===== config.mk =====
export PLATFORM = sky130hd
export DESIGN_NAME = coffee_payment_selector
export DESIGN_NICKNAME = d
export VERILOG_FILES = /design/src/rtl/coffee_payment_selector.sv
export SDC_FILE = /design/constraint.sdc
export NUM_CORES = 1
export LEC_CHECK = 0
export CAP_MARGIN = 20
export CORE_ASPECT_RATIO = 1.1
export CORE_MARGIN = 1
export CORE_UTILIZATION = 47
export DETAILED_ROUTE_END_ITERATION = 10
export GPL_ROUTABILITY_DRIVEN = 0
export PLACE_DENSITY = 0.84
export SLEW_MARGIN = 25
export SYNTH_ARGS = -nofsm -noshare
export SYNTH_HDL_FRONTEND = slang
export SYNTH_SLANG_ARGS = --single-unit

===== constraint.sdc =====
create_clock -name Clock -period 3.5 [get_ports Clock]
set_input_delay 0.7 -clock Clock [delete_from_list [all_inputs] [get_ports Clock]]
set_output_delay 0.7 -clock Clock [all_outputs]
set_load 0.1 [all_outputs]

===== src/rtl/coffee_payment_selector.sv =====
// -----------------------------------------------------------------------------
// coffee_payment_selector
//
// Payment front-end of the coffee brewer. Accumulates coin credit, validates a
// one-hot drink button press against that drink's price, holds the one-hot
// selection to the brewer until it reports completion, then pays out whatever
// credit remains as change.
//
// Optional feature (compile-time macro COFFEE_REFUND_EN):
//   adds the refundReq input; in IDLE with non-zero credit it returns the whole
//   credit as change without brewing. Without the macro the port is absent and
//   credit only leaves through the CHANGE state after a brew.
//
// Ports
//   Clock           in   system clock, all state on the rising edge
//   Reset_n         in   synchronous active-low reset
//   coinValid       in   one-cycle pulse, a coin is present
//   coinValue[1:0]  in   coin code 00=1, 01=2, 10=5, 11=10 units
//   buttonSel[3:0]  in   drink buttons (bit0 expresso, bit1 latte,
//                        bit2 cappuccino, bit3 mocca)
//   brewDone        in   one-cycle pulse from the brewer, drink finished
//   refundReq       in   (COFFEE_REFUND_EN only) return credit from IDLE
//   cofeeSelection  out  one-hot drink request to the brewer, 0 when none
//   busy            out  high in DISPENSE and CHANGE
//   credit          out  current credit for display
//   coinReject      out  one-cycle pulse, coin not accepted
//   lowCredit       out  one-cycle pulse, selection refused (price > credit)
//   changeValid     out  one-cycle pulse, changeAmount is valid
//   changeAmount    out  change paid out, held until the next changeValid
//   o_dbg_state     out  current FSM state (0 IDLE, 1 DISPENSE, 2 CHANGE)
//
// Handshakes: there is no back-pressure anywhere. Every input is a sampled
// level or one-cycle pulse and every output pulse lasts exactly one cycle,
// appearing on the cycle after the rising edge that sampled its cause.
// -----------------------------------------------------------------------------
module coffee_payment_selector #(
    parameter int unsigned CREDIT_W         = 8,
    parameter int unsigned MAX_CREDIT       = 50,
    parameter int unsigned PRICE_EXPRESSO   = 10,
    parameter int unsigned PRICE_LATTE      = 15,
    parameter int unsigned PRICE_CAPPUCCINO = 15,
    parameter int unsigned PRICE_MOCCA      = 20
) (
    input  logic                Clock,
    input  logic                Reset_n,
    input  logic                coinValid,
    input  logic [1:0]          coinValue,
    input  logic [3:0]          buttonSel,
    input  logic                brewDone,
`ifdef COFFEE_REFUND_EN
    input  logic                refundReq,
`endif
    output logic [3:0]          cofeeSelection,
    output logic                busy,
    output logic [CREDIT_W-1:0] credit,
    output logic                coinReject,
    output logic                lowCredit,
    output logic                changeValid,
    output logic [CREDIT_W-1:0] changeAmount,
    output logic [1:0]          o_dbg_state
);

    typedef enum logic [1:0] {
        IDLE     = 2'd0,
        DISPENSE = 2'd1,
        CHANGE   = 2'd2
    } state_t;

    localparam logic [CREDIT_W-1:0] P_EXPRESSO   = CREDIT_W'(PRICE_EXPRESSO);
    localparam logic [CREDIT_W-1:0] P_LATTE      = CREDIT_W'(PRICE_LATTE);
    localparam logic [CREDIT_W-1:0] P_CAPPUCCINO = CREDIT_W'(PRICE_CAPPUCCINO);
    localparam logic [CREDIT_W-1:0] P_MOCCA      = CREDIT_W'(PRICE_MOCCA);
    // One bit wider than the credit so a coin on top of near-full credit
    // cannot wrap before it is compared against the ceiling.
    localparam logic [CREDIT_W:0]   MAX_SUM      = (CREDIT_W+1)'(MAX_CREDIT);

    // ------------------------------------------------------------------
    // Registers
    // ------------------------------------------------------------------
    state_t                r_state;
    logic [CREDIT_W-1:0]   r_credit;
    logic [3:0]            r_sel;
    logic                  r_coin_reject;
    logic                  r_low_credit;
    logic                  r_change_valid;
    logic [CREDIT_W-1:0]   r_change_amount;

    // ------------------------------------------------------------------
    // Next values
    // ------------------------------------------------------------------
    state_t                w_state_next;
    logic [CREDIT_W-1:0]   w_credit_next;
    logic [3:0]            w_sel_next;
    logic                  w_coin_reject_next;
    logic                  w_low_credit_next;
    logic                  w_change_valid_next;
    logic [CREDIT_W-1:0]   w_change_amount_next;

    // ------------------------------------------------------------------
    // Input decode shared by next-state and output logic
    // ------------------------------------------------------------------
    logic                  w_btn_onehot;
    logic [CREDIT_W-1:0]   w_price;
    logic                  w_sel_valid;
    logic                  w_sel_low;
    logic [CREDIT_W-1:0]   w_coin_units;
    logic [CREDIT_W:0]     w_coin_sum;
    logic                  w_coin_fits;
    logic                  w_refund;

    // Exactly one bit set: non-zero and clearing the lowest set bit leaves 0.
    assign w_btn_onehot = (buttonSel != 4'd0) &&
                          ((buttonSel & (buttonSel - 4'd1)) == 4'd0);

    always_comb begin
        w_price = P_EXPRESSO;
        unique case (buttonSel)
            4'b0001: w_price = P_EXPRESSO;
            4'b0010: w_price = P_LATTE;
            4'b0100: w_price = P_CAPPUCCINO;
            4'b1000: w_price = P_MOCCA;
            default: w_price = P_EXPRESSO;  // only consulted when one-hot
        endcase
    end

    assign w_sel_valid = w_btn_onehot && (r_credit >= w_price);
    assign w_sel_low   = w_btn_onehot && (r_credit <  w_price);

    always_comb begin
        w_coin_units = CREDIT_W'(1);
        case (coinValue)
            2'b00:   w_coin_units = CREDIT_W'(1);
            2'b01:   w_coin_units = CREDIT_W'(2);
            2'b10:   w_coin_units = CREDIT_W'(5);
            default: w_coin_units = CREDIT_W'(10);
        endcase
    end

    assign w_coin_sum  = {1'b0, r_credit} + {1'b0, w_coin_units};
    assign w_coin_fits = (w_coin_sum <= MAX_SUM);

`ifdef COFFEE_REFUND_EN
    // A refund with nothing to refund is treated as if it were not pressed.
    assign w_refund = refundReq && (r_credit != '0);
`else
    assign w_refund = 1'b0;
`endif

    // ------------------------------------------------------------------
    // Process 1: state and datapath registers
    // ------------------------------------------------------------------
    always_ff @(posedge Clock) begin
        if (!Reset_n) begin
            r_state         <= IDLE;
            r_credit        <= '0;
            r_sel           <= 4'd0;
            r_coin_reject   <= 1'b0;
            r_low_credit    <= 1'b0;
            r_change_valid  <= 1'b0;
            r_change_amount <= '0;
        end else begin
            r_state         <= w_state_next;
            r_credit        <= w_credit_next;
            r_sel           <= w_sel_next;
            r_coin_reject   <= w_coin_reject_next;
            r_low_credit    <= w_low_credit_next;
            r_change_valid  <= w_change_valid_next;
            r_change_amount <= w_change_amount_next;
        end
    end

    // ------------------------------------------------------------------
    // Process 2: next-state logic
    // ------------------------------------------------------------------
    always_comb begin
        w_state_next = r_state;
        unique case (r_state)
            IDLE: begin
                // A refund keeps us in IDLE even if a valid drink is pressed.
                if (!w_refund && w_sel_valid) begin
                    w_state_next = DISPENSE;
                end
            end
            DISPENSE: begin
                // Deliberately no timeout: the brewer owns the brew duration.
                if (brewDone) begin
                    w_state_next = CHANGE;
                end
            end
            CHANGE:  w_state_next = IDLE;
            default: w_state_next = IDLE;
        endcase
    end

    // ------------------------------------------------------------------
    // Process 3: output / datapath next values
    // ------------------------------------------------------------------
    always_comb begin
        w_credit_next        = r_credit;
        w_sel_next           = r_sel;
        w_coin_reject_next   = 1'b0;
        w_low_credit_next    = 1'b0;
        w_change_valid_next  = 1'b0;
        w_change_amount_next = r_change_amount;

        unique case (r_state)
            IDLE: begin
                if (w_refund) begin
                    w_change_valid_next  = 1'b1;
                    w_change_amount_next = r_credit;
                    w_credit_next        = '0;
                    w_coin_reject_next   = coinValid;
                end else if (w_sel_valid) begin
                    w_sel_next         = buttonSel;
                    w_credit_next      = r_credit - w_price;
                    // The purchase wins; a simultaneous coin goes back out.
                    w_coin_reject_next = coinValid;
                end else begin
                    w_low_credit_next = w_sel_low;
                    // A refused or malformed selection does not block the coin.
                    if (coinValid) begin
                        if (w_coin_fits) begin
                            w_credit_next = w_coin_sum[CREDIT_W-1:0];
                        end else begin
                            w_coin_reject_next = 1'b1;
                        end
                    end
                end
            end
            DISPENSE: begin
                w_coin_reject_next = coinValid;
                if (brewDone) begin
                    w_sel_next = 4'd0;
                end
            end
            CHANGE: begin
                w_coin_reject_next = coinValid;
                // With nothing left, changeAmount keeps the last payout.
                if (r_credit != '0) begin
                    w_change_valid_next  = 1'b1;
                    w_change_amount_next = r_credit;
                    w_credit_next        = '0;
                end
            end
            default: begin
                w_sel_next    = 4'd0;
                w_credit_next = '0;
            end
        endcase
    end

    // ------------------------------------------------------------------
    // Outputs: all straight from registers
    // ------------------------------------------------------------------
    assign cofeeSelection = r_sel;
    assign busy           = (r_state != IDLE);
    assign credit         = r_credit;
    assign coinReject     = r_coin_reject;
    assign lowCredit      = r_low_credit;
    assign changeValid    = r_change_valid;
    assign changeAmount   = r_change_amount;
    assign o_dbg_state    = r_state;

endmodule


==> results.cfg, run 1 <==
[global_route]
grt_pass1_vias = 1606
antenna_found_initial = 0
grt_first_pass_wirelength_mm = 6.989
grt_util_all_layers_pct = 22.58
grt.overflow.total = 0
grt_max_degree = 17

[die]
die_h_um = 67.30
fp.dieW_um = 61.36
initial_core_util_pct = 49.46
fp-row-count = 23
core_mm2 = 0.003684
die-area_mm2 = 0.004129
ios = 36

[cells_and_area]
num_antenna_cells = 0
nNetsFinal = 303
layout.cells.non_filler = 326
area_delta_synth_final_pct = 37.29
drive_gt1_share_pct = 22.83

[clocking]
cts.sinks = 25
cts_root_buf = clkbuf_8
htreeDepth = 1
cts_made_buffers = 3
cts_buffer_depth = 2
clock_latency_ns = 0.27
cts_tree = yes
path_clk_slew_ns = 0.09

[critical_path]
crit_type = in -> reg
critPathSlowestCell = clkdlybuf4s50_1
critical_path.endpoint_type = flip-flop
crit_buf_inv = 4
worst_path_dominant_cell_family = compound AO/OA/AOI/OAI gates
crit_arrival_ns = 3.56
critPathLaunchType = input port
cpPeakStageDelay_ns = 0.43
cp_max_fo = 8
crit_required_ns = 3.70
crit_chain = clkdlybuf4s50_1 -> buf_4 -> nor3_2 -> ha_2 -> inv_1 -> fa_2 -> a211oi_2 -> o21bai_2 -> o32ai_4 -> nand2_2 -> o211ai_4 -> buf_12 -> mux2i_1

[flow_run]
maxCapViolCount = 0

[power_and_ir_drop]
leakage_nw = 1.031
seqPwrFrac_pct = 22.3
power_frac_comb_pct = 68.4
p_int_uw = 938.7
pwr-share-clk_pct = 9.3
p_per_area_mw_per_mm2 = 778.4
ir_drop_mv = 0.6039
sw_frac_of_total_pct = 51.78
p_switching_mw = 1.008

[synth]
avgSynthCellArea_um2 = 8.318
seq_area_frac_synth_pct = 27.47
ys.flop_type = dfxtp_1
synth.ff_latch_count = 25
synthesis.nets = 245
async_flop_share_pct = 0
ys_types = 51
yosysWarnings = 0
syn-instance-count = 219
netlist_area_mm2 = 0.001822
synth_edf_count = 0

[routing]
drtAntennaViolNets = 0
routedWlPerCell_um = 14.14
viasPerCell = 5.420
dr.first_iter.drc_count = 92
drc = 0
firstDrtPassIters = 4
vias = 1767
finalWirelength_mm = 4.611

[sta]
finalSetupViolCount = 0
maxSlewViolCount = 0
clock_skew_ns = 0.001869
timing.final.crit_share_pct = 95.94
fmax_mhz = 297.8
tns_ns = 0
worstMarginPinSlew_ns = 0.9732
relSlewSlack_pct = 34.91
hold_viol_final = 0
fin_crit_ns = 3.358

[status]
status = finished, final reports clean

[placement]
numPortBuffers = 35
dp_cells = 320
hpwlAfterDp_mm = 3.340

[min_path]
hold_path.class = reg -> reg
[worst paths after layout]
check                           slack, ns  depth (start not counted)                    startpoint                           end
worst max-delay path                 0.14                         13                  buttonSel[0]        credit[3]$_SDFFE_PN0P_
worst min-delay path                 0.46                          2  changeAmount[2]$_SDFFE_PN0P_  changeAmount[2]$_SDFFE_PN0P_
worst max register to register       0.85                         11        credit[0]$_SDFFE_PN0P_        credit[3]$_SDFFE_PN0P_
worst min register to register       0.46                          2  changeAmount[2]$_SDFFE_PN0P_  changeAmount[2]$_SDFFE_PN0P_
[area by class of cell]
class                           count  area [µm²]
Clock buffer                        3       41.29
Clock inverter                      1       7.507
Fill cell                         332        1182
Inverter                           11       41.29
Multi-Input combinational cell    174        1294
Sequential cell                    25       500.5
Tap cell                           50       62.56
Timing Repair Buffer               62       554.3
[cell usage in the layout, fill, tap and decap left out, drive strengths merged, types with 4 or more instances in the layout]
master          n
o21a            4
mux2i          11
buf            35
a21oi          20
dfxtp          25
nor2           15
or3             4
nand3           6
nand2b          8
clkdlybuf4s50  24
o21ai           7
inv            11
xnor2           4
nor2b           4
nand2          30
ha             14
a211oi          4
nor3            6
[logic make-up after synthesis]
group | count (synthesis) | share of synthesized area, %
buffers and inverters | 20 | 5.151
xor gates and xnor gates | 6 | 2.885
muxes | 13 | 7.280
AOI/OAI and AO/OA | 53 | 21.70
DFF | 25 | 27.47
and+or+nand+nor | 86 | 23.70
adders and majority gates | 16 | 11.81
[cell usage after synthesis (all sizes together), types with 2 or more instances]
library cell  count  area, µm²
nand2            30      112.6
dfxtp            25      500.5
a21oi            20      100.1
nor2             15      56.30
ha               14      175.2
inv              11      41.29
mux2i            11      110.1
nand2b            8      50.05
o21ai             7      35.03
clkbuf            6      32.53
nand3             6      30.03
nor3              6      30.03
a211oi            4      42.54
nor2b             4      25.02
o21a              4      30.03
or3               4      25.02
xnor2             4      35.03
and2              3      20.02
buf               3      20.01
o211ai            3      36.28
a21boi            2      15.01
fa                2      40.04
mux2              2      22.52
nor4b             2      17.52
o21bai            2      15.01
o22ai             2      18.77
xor2              2      17.52
[worst register-to-register path, cell delays in order, from the launching register on]
cell and delay [ns]:
dfxtp_1 0.38, inv_1 0.12, ha_2 0.19, inv_1 0.06, fa_2 0.37, a211oi_2 0.28, o21bai_2 0.12, o32ai_4 0.39
nand2_2 0.13, o211ai_4 0.20, buf_12 0.16, mux2i_1 0.19
[through the flow]
step | utilization, % | cell area, µm² | total power [mW] | hold WS (ns) | worst slack, ns
CTS | 65.46 | 2411 | 1.881 | 0.4619 | 0.008327
global placement | 64.13 | 2362 | 1.679 | 0.4465 | -0.1264
finish | 67.90 | 2501 | 1.947 | 0.4595 | 0.1420
floorplan | - | 1822 | 1.360 | 0.8676 | 0.2287
global route | 67.90 | 2501 | 2.050 | 0.4813 | -0.004416
detailed placement | 64.13 | 2362 | 1.699 | 0.4487 | -0.2737
[repair_timing]
item	4_1_cts	5_1_grt
hold buffers	0	0
setup endpoints to repair	0	13
buffers inserted	0	1
resized for setup	0	18
hold endpoints to repair	0	0
[per-layer routing]
layer  track usage, %  up-vias  routed length, µm
met1            27.40      820               2152
met3            3.065       13                149
li1                 -      890                  -
met5                0        -                  0
met4            8.333        0                108
met2            39.95       44               2200
[sequential cells by signal, indices dropped and copies added (netlist names)]
signal,cells
changeValid,1
cofeeSelection,4
changeAmount,8
o_dbg_state,2
coinReject,1
credit,8
lowCredit,1
[power by group through the flow]
stage	Combinational (mW)	Clock (mW)	Sequential, mW
floorplan	0.602	0	0.757
global placement	1.25	0	0.431
detailed placement	1.27	0	0.433
CTS	1.27	0.181	0.428
global route	1.41	0.194	0.443
finish	1.33	0.180	0.434
(Power assumes the default switching activity.)
==> inputs of run 2 (changes only) <==
CORE_ASPECT_RATIO = default   (was 1.1)
==> run 2 against run 1 <==
  * Sequential cell count unchanged
  * Highest routed layer unchanged
  * Core utilization down 2.1 points
  * Clock-buffer cell count unchanged
  * Clock skew up 0.0091 ns
  * Register-to-register slack worse by 0.02 ns
  * First-iteration DRC count down 8.7%
  * Worst setup slack worse by 0.014 ns
  * Worst hold slack about the same
  * Cell count down 1.2%
  * Final area down 2.9%
  * Critical path depth down 1
==> results.cfg, run 2 (same netlist as run 1, synthesis figures left out) <==
[die]
core_mm2 = 0.003689
initial_core_util_pct = 49.39
fp-row-count = 22
die_h_um = 64.26
die-area_mm2 = 0.004129
fp.dieW_um = 64.26
ios = 36

[global_route]
grt.overflow.total = 0
grt_first_pass_wirelength_mm = 7.265
antenna_found_initial = 0
grt_pass1_vias = 1656
grt_max_degree = 17
grt_util_all_layers_pct = 22.56

[routing]
finalWirelength_mm = 4.413
viasPerCell = 5.516
dr.first_iter.drc_count = 84
drtAntennaViolNets = 0
drc = 0
routedWlPerCell_um = 13.70
firstDrtPassIters = 4
vias = 1776

[sta]
tns_ns = 0
fmax_mhz = 296.6
fin_crit_ns = 3.372
fin_hold_ws_ns = 0.4599
hold_viol_final = 0
timing.final.crit_share_pct = 96.34
finalSetupViolCount = 0
worstMarginPinSlew_ns = 0.9729
layout_setup_ws_ns = 0.1280
clock_skew_ns = 0.01098
maxSlewViolCount = 0
relSlewSlack_pct = 34.94

[placement]
hpwlAfterDp_mm = 3.312
numPortBuffers = 35
place_ws_ns = -0.1988
dp_cells = 314

[critical_path]
crit_arrival_ns = 3.59
critical_path.endpoint_type = flip-flop
cp-startpoint = buttonSel[0]
cp_max_fo = 8
reg2reg_from = credit[0]$_SDFFE_PN0P_
crit_required_ns = 3.71
crit_type = in -> reg
critPathLaunchType = input port
reg2regPathDepth = 11

[clocking]
cts.sinks = 25
cts_tree = yes
path_clk_slew_ns = 0.09
clock_latency_ns = 0.29
cts_hold_buf = 0
cts_buffer_depth = 2
cts_made_buffers = 3
htreeDepth = 1
cts_root_buf = clkbuf_8

[cells_and_area]
nNetsFinal = 301
layout.cells.non_filler = 322
drive_gt1_share_pct = 20.07
num_antenna_cells = 0
mostFrequentLayoutCells = 31 x buf_4, 29 x nand2_1, 25 x dfxtp_1
layout_commonest_cell = buf_4
area_delta_synth_final_pct = 33.31

[min_path]
hold_path.class = reg -> reg
hold_depth = 2
min-delay-start = changeAmount[7]$_SDFFE_PN0P_

[power_and_ir_drop]
ir_drop_mv = 0.3872
fin_total_pwr_mw = 1.916
leakage_nw = 1.008
p_per_area_mw_per_mm2 = 789.1

[flow_run]
maxCapViolCount = 0

[status]
status = finished, final reports clean
-- run 2: changes by cell type in the layout (fill, tap and decap cells not counted), sizes merged --
cell	change
buf	-1
dlymetal6s2s	-1
-- run 2: power breakdown --
part | switching (mW) | internal [mW] | total (mW)
clock | 0.106 | 0.0812 | 0.188
combinational | 0.808 | 0.496 | 1.30
sequential | 0.0888 | 0.336 | 0.425
-- run 2: path summary, 6_finish.rpt --
| check | end | slack [ns] |
|---|---|---|
| worst max-delay path | credit[6]$_SDFFE_PN0P_ | 0.13 |
| worst max register to register | credit[6]$_SDFFE_PN0P_ | 0.83 |
| worst min register to register | changeAmount[7]$_SDFFE_PN0P_ | 0.46 |
| worst min-delay path | changeAmount[7]$_SDFFE_PN0P_ | 0.46 |
-- run 2: repair_timing --
item,4_1_cts,5_1_grt
setup buffers,0,3
hold endpoints to repair,0,0
gates resized for setup,0,9
setup endpoints to repair,0,10
-- run 2: area by class of cell --
| cell class | count | area [µm²] |
|---|---|---|
| multi-input combinational | 174 | 1244 |
| inverter | 11 | 41.29 |
| tap | 48 | 60.06 |
| clock inverter | 1 | 7.507 |
| timing repair buffer | 60 | 534.3 |
| sequential | 25 | 500.5 |
| fill | 318 | 1260 |
| clock buffer | 3 | 41.29 |
-- run 2: critical path, cell delays in order --
cell	delay (ns)
clkdlybuf4s50_1	0.42
or4b_4	0.55
buf_4	0.16
inv_2	0.07
ha_1	0.25
o21ai_0	0.24
o21bai_2	0.14
o32ai_4	0.39
nand2_2	0.13
o211ai_4	0.20
buf_12	0.16
mux2i_1	0.18
-- run 2: metal layers --
layer	up-vias	part of all wire (%)	global-route usage (%)
met3	8	3.8	4.286
li1	886	-	-
met2	36	49	39.34
met4	0	1.9	8.611
met1	846	45	27.07
met5	-	0	0
-- run 2: per-stage QoR --
stage	utilization, %	area, µm²
after floorplan	-	1822
after global placement	63.09	2327
after detailed placement	63.09	2327
after CTS	64.42	2376
after global routing	65.84	2429
final	65.84	2429
==> inputs of run 3 (changes only) <==
CORE_MARGIN = 2   (was 1)
==> run 3 against run 2 <==
  * Largest cell class unchanged
  * Total power grew 1.4%
  * Highest routed layer unchanged
  * Die area grew 6.3%
  * Sequential cell count is the same
  * Largest power group unchanged
  * Final area grew 1.3%
==> results.cfg, run 3 (same netlist as run 1, synthesis figures left out) <==
[critical_path]
worst_path_dominant_cell_family = compound AO/OA/AOI/OAI gates
cp_max_fo = 8
crit_arrival_ns = 3.67
crit_type = in -> reg
crit_required_ns = 3.71
critPathLaunchType = input port
crit_chain = clkdlybuf4s50_1 -> or4b_4 -> buf_4 -> inv_1 -> ha_1 -> o21ai_1 -> o21bai_2 -> o32ai_4 -> nand2_2 -> o211ai_4 -> buf_12 -> mux2i_1
crit_buf_inv = 4
cpPeakStageDelay_ns = 0.55
critical_path.endpoint_type = flip-flop
critPathSlowestCell = or4b_4

[sta]
maxSlewViolCount = 0
fin_hold_ws_ns = 0.4579
relSlewSlack_pct = 35.09
hold_viol_final = 0
fmax_mhz = 289.3
clock_skew_ns = 0.003399
tns_ns = 0
fin_crit_ns = 3.457
layout_setup_ws_ns = 0.04332
worstMarginPinSlew_ns = 0.9706
timing.final.crit_share_pct = 98.76
finalSetupViolCount = 0

[clocking]
cts_tree = yes
cts.sinks = 25
cts_hold_buf = 0
cts_made_buffers = 3
htreeDepth = 1
clock_latency_ns = 0.28
cts_buffer_depth = 2
cts_root_buf = clkbuf_8
path_clk_slew_ns = 0.09

[status]
status = finished, final reports clean

[routing]
drtAntennaViolNets = 0
finalWirelength_mm = 4.653
vias = 1780
firstDrtPassIters = 4
routedWlPerCell_um = 14.36
dr.first_iter.drc_count = 54
viasPerCell = 5.494
drc = 0

[cells_and_area]
area_delta_synth_final_pct = 35.10
layout_commonest_cell = buf_4
nNetsFinal = 303
num_antenna_cells = 0
drive_gt1_share_pct = 21.38
design_area_mm2 = 0.002461
mostFrequentLayoutCells = 33 x buf_4, 29 x nand2_1, 25 x dfxtp_1
layout.cells.non_filler = 324

[global_route]
antenna_found_initial = 0
grt_pass1_vias = 1656
grt_max_degree = 16
grt_util_all_layers_pct = 21.56
grt.overflow.total = 0
grt_first_pass_wirelength_mm = 7.403

[die]
die_h_um = 66.26
die-area_mm2 = 0.004390
initial_core_util_pct = 49.39
fp.dieW_um = 66.26
core_mm2 = 0.003689
ios = 36
fp-row-count = 22

[placement]
hpwlAfterDp_mm = 3.350
placed_cell_area_mm2 = 0.002342
place_ws_ns = -0.2103
numPortBuffers = 35
dp_cells = 316

[flow_run]
maxCapViolCount = 0

[min_path]
hold_path.class = reg -> reg

[power_and_ir_drop]
leakage_nw = 1.029
p_per_area_mw_per_mm2 = 789.5
ir_drop_mv = 0.5032
-- run 3: cell count changes in the layout (fill, tap and decap cells not counted), sizes merged --
cell,change
buf,+2
-- run 3: worst paths after layout --
check | start | to | slack, ns | cells after the start
max | buttonSel[0] | credit[4]$_SDFFE_PN0P_ | 0.04 | 12
min | changeAmount[5]$_SDFFE_PN0P_ | changeAmount[5]$_SDFFE_PN0P_ | 0.46 | 2
max reg2reg | credit[0]$_SDFFE_PN0P_ | credit[4]$_SDFFE_PN0P_ | 0.87 | 9
min reg2reg | changeAmount[5]$_SDFFE_PN0P_ | changeAmount[5]$_SDFFE_PN0P_ | 0.46 | 2
-- run 3: final cells by class --
type                            instances  area, µm²
Sequential cell                        25      500.5
Multi-Input combinational cell        174       1261
Tap cell                               48      60.06
Timing Repair Buffer                   62      549.3
Clock inverter                          1      7.507
Inverter                               11      41.29
Fill cell                             318       1227
Clock buffer                            3      41.29
-- run 3: worst register-to-register path, delay by kind of cell, from the launching register on --
family,cells,cell delay [ns]
AO/OA/AOI/OAI,3,0.92
buffers and inverters,1,0.16
multiplexers,1,0.18
AND/OR/NAND/NOR,1,0.11
adder cells (fa/ha/maj),2,0.66
XOR/XNOR,1,0.16
flip-flops,1,0.39
-- run 3: layer usage --
layer	share of wire [%]	global-route usage (%)	wire length, µm
met4	2.1	7.398	97
met2	50	37.63	2306
met1	45	27.12	2071
met3	3.8	2.726	177
met5	0	0	0
-- run 3: what timing repair did --
action	CTS	global route
endpoints found under the hold margin	0	0
resized for setup	0	12
endpoints found under the setup margin	0	9
setup buffers	0	3
-- run 3: stage by stage --
stage          power, mW  util (%)
2_1_floorplan      1.360         -
3_3_place_gp       1.678     63.50
3_5_place_dp       1.700     63.50
4_1_cts            1.887     64.82
5_1_grt            2.048     66.72
6_report           1.943     66.72
-- run 3: power breakdown --
| part | switching (mW) | internal, mW | total, mW |
|---|---|---|---|
| Combinational | 0.823 | 0.512 | 1.34 |
| Clock | 0.102 | 0.0810 | 0.183 |
| Sequential | 0.0891 | 0.336 | 0.425 |
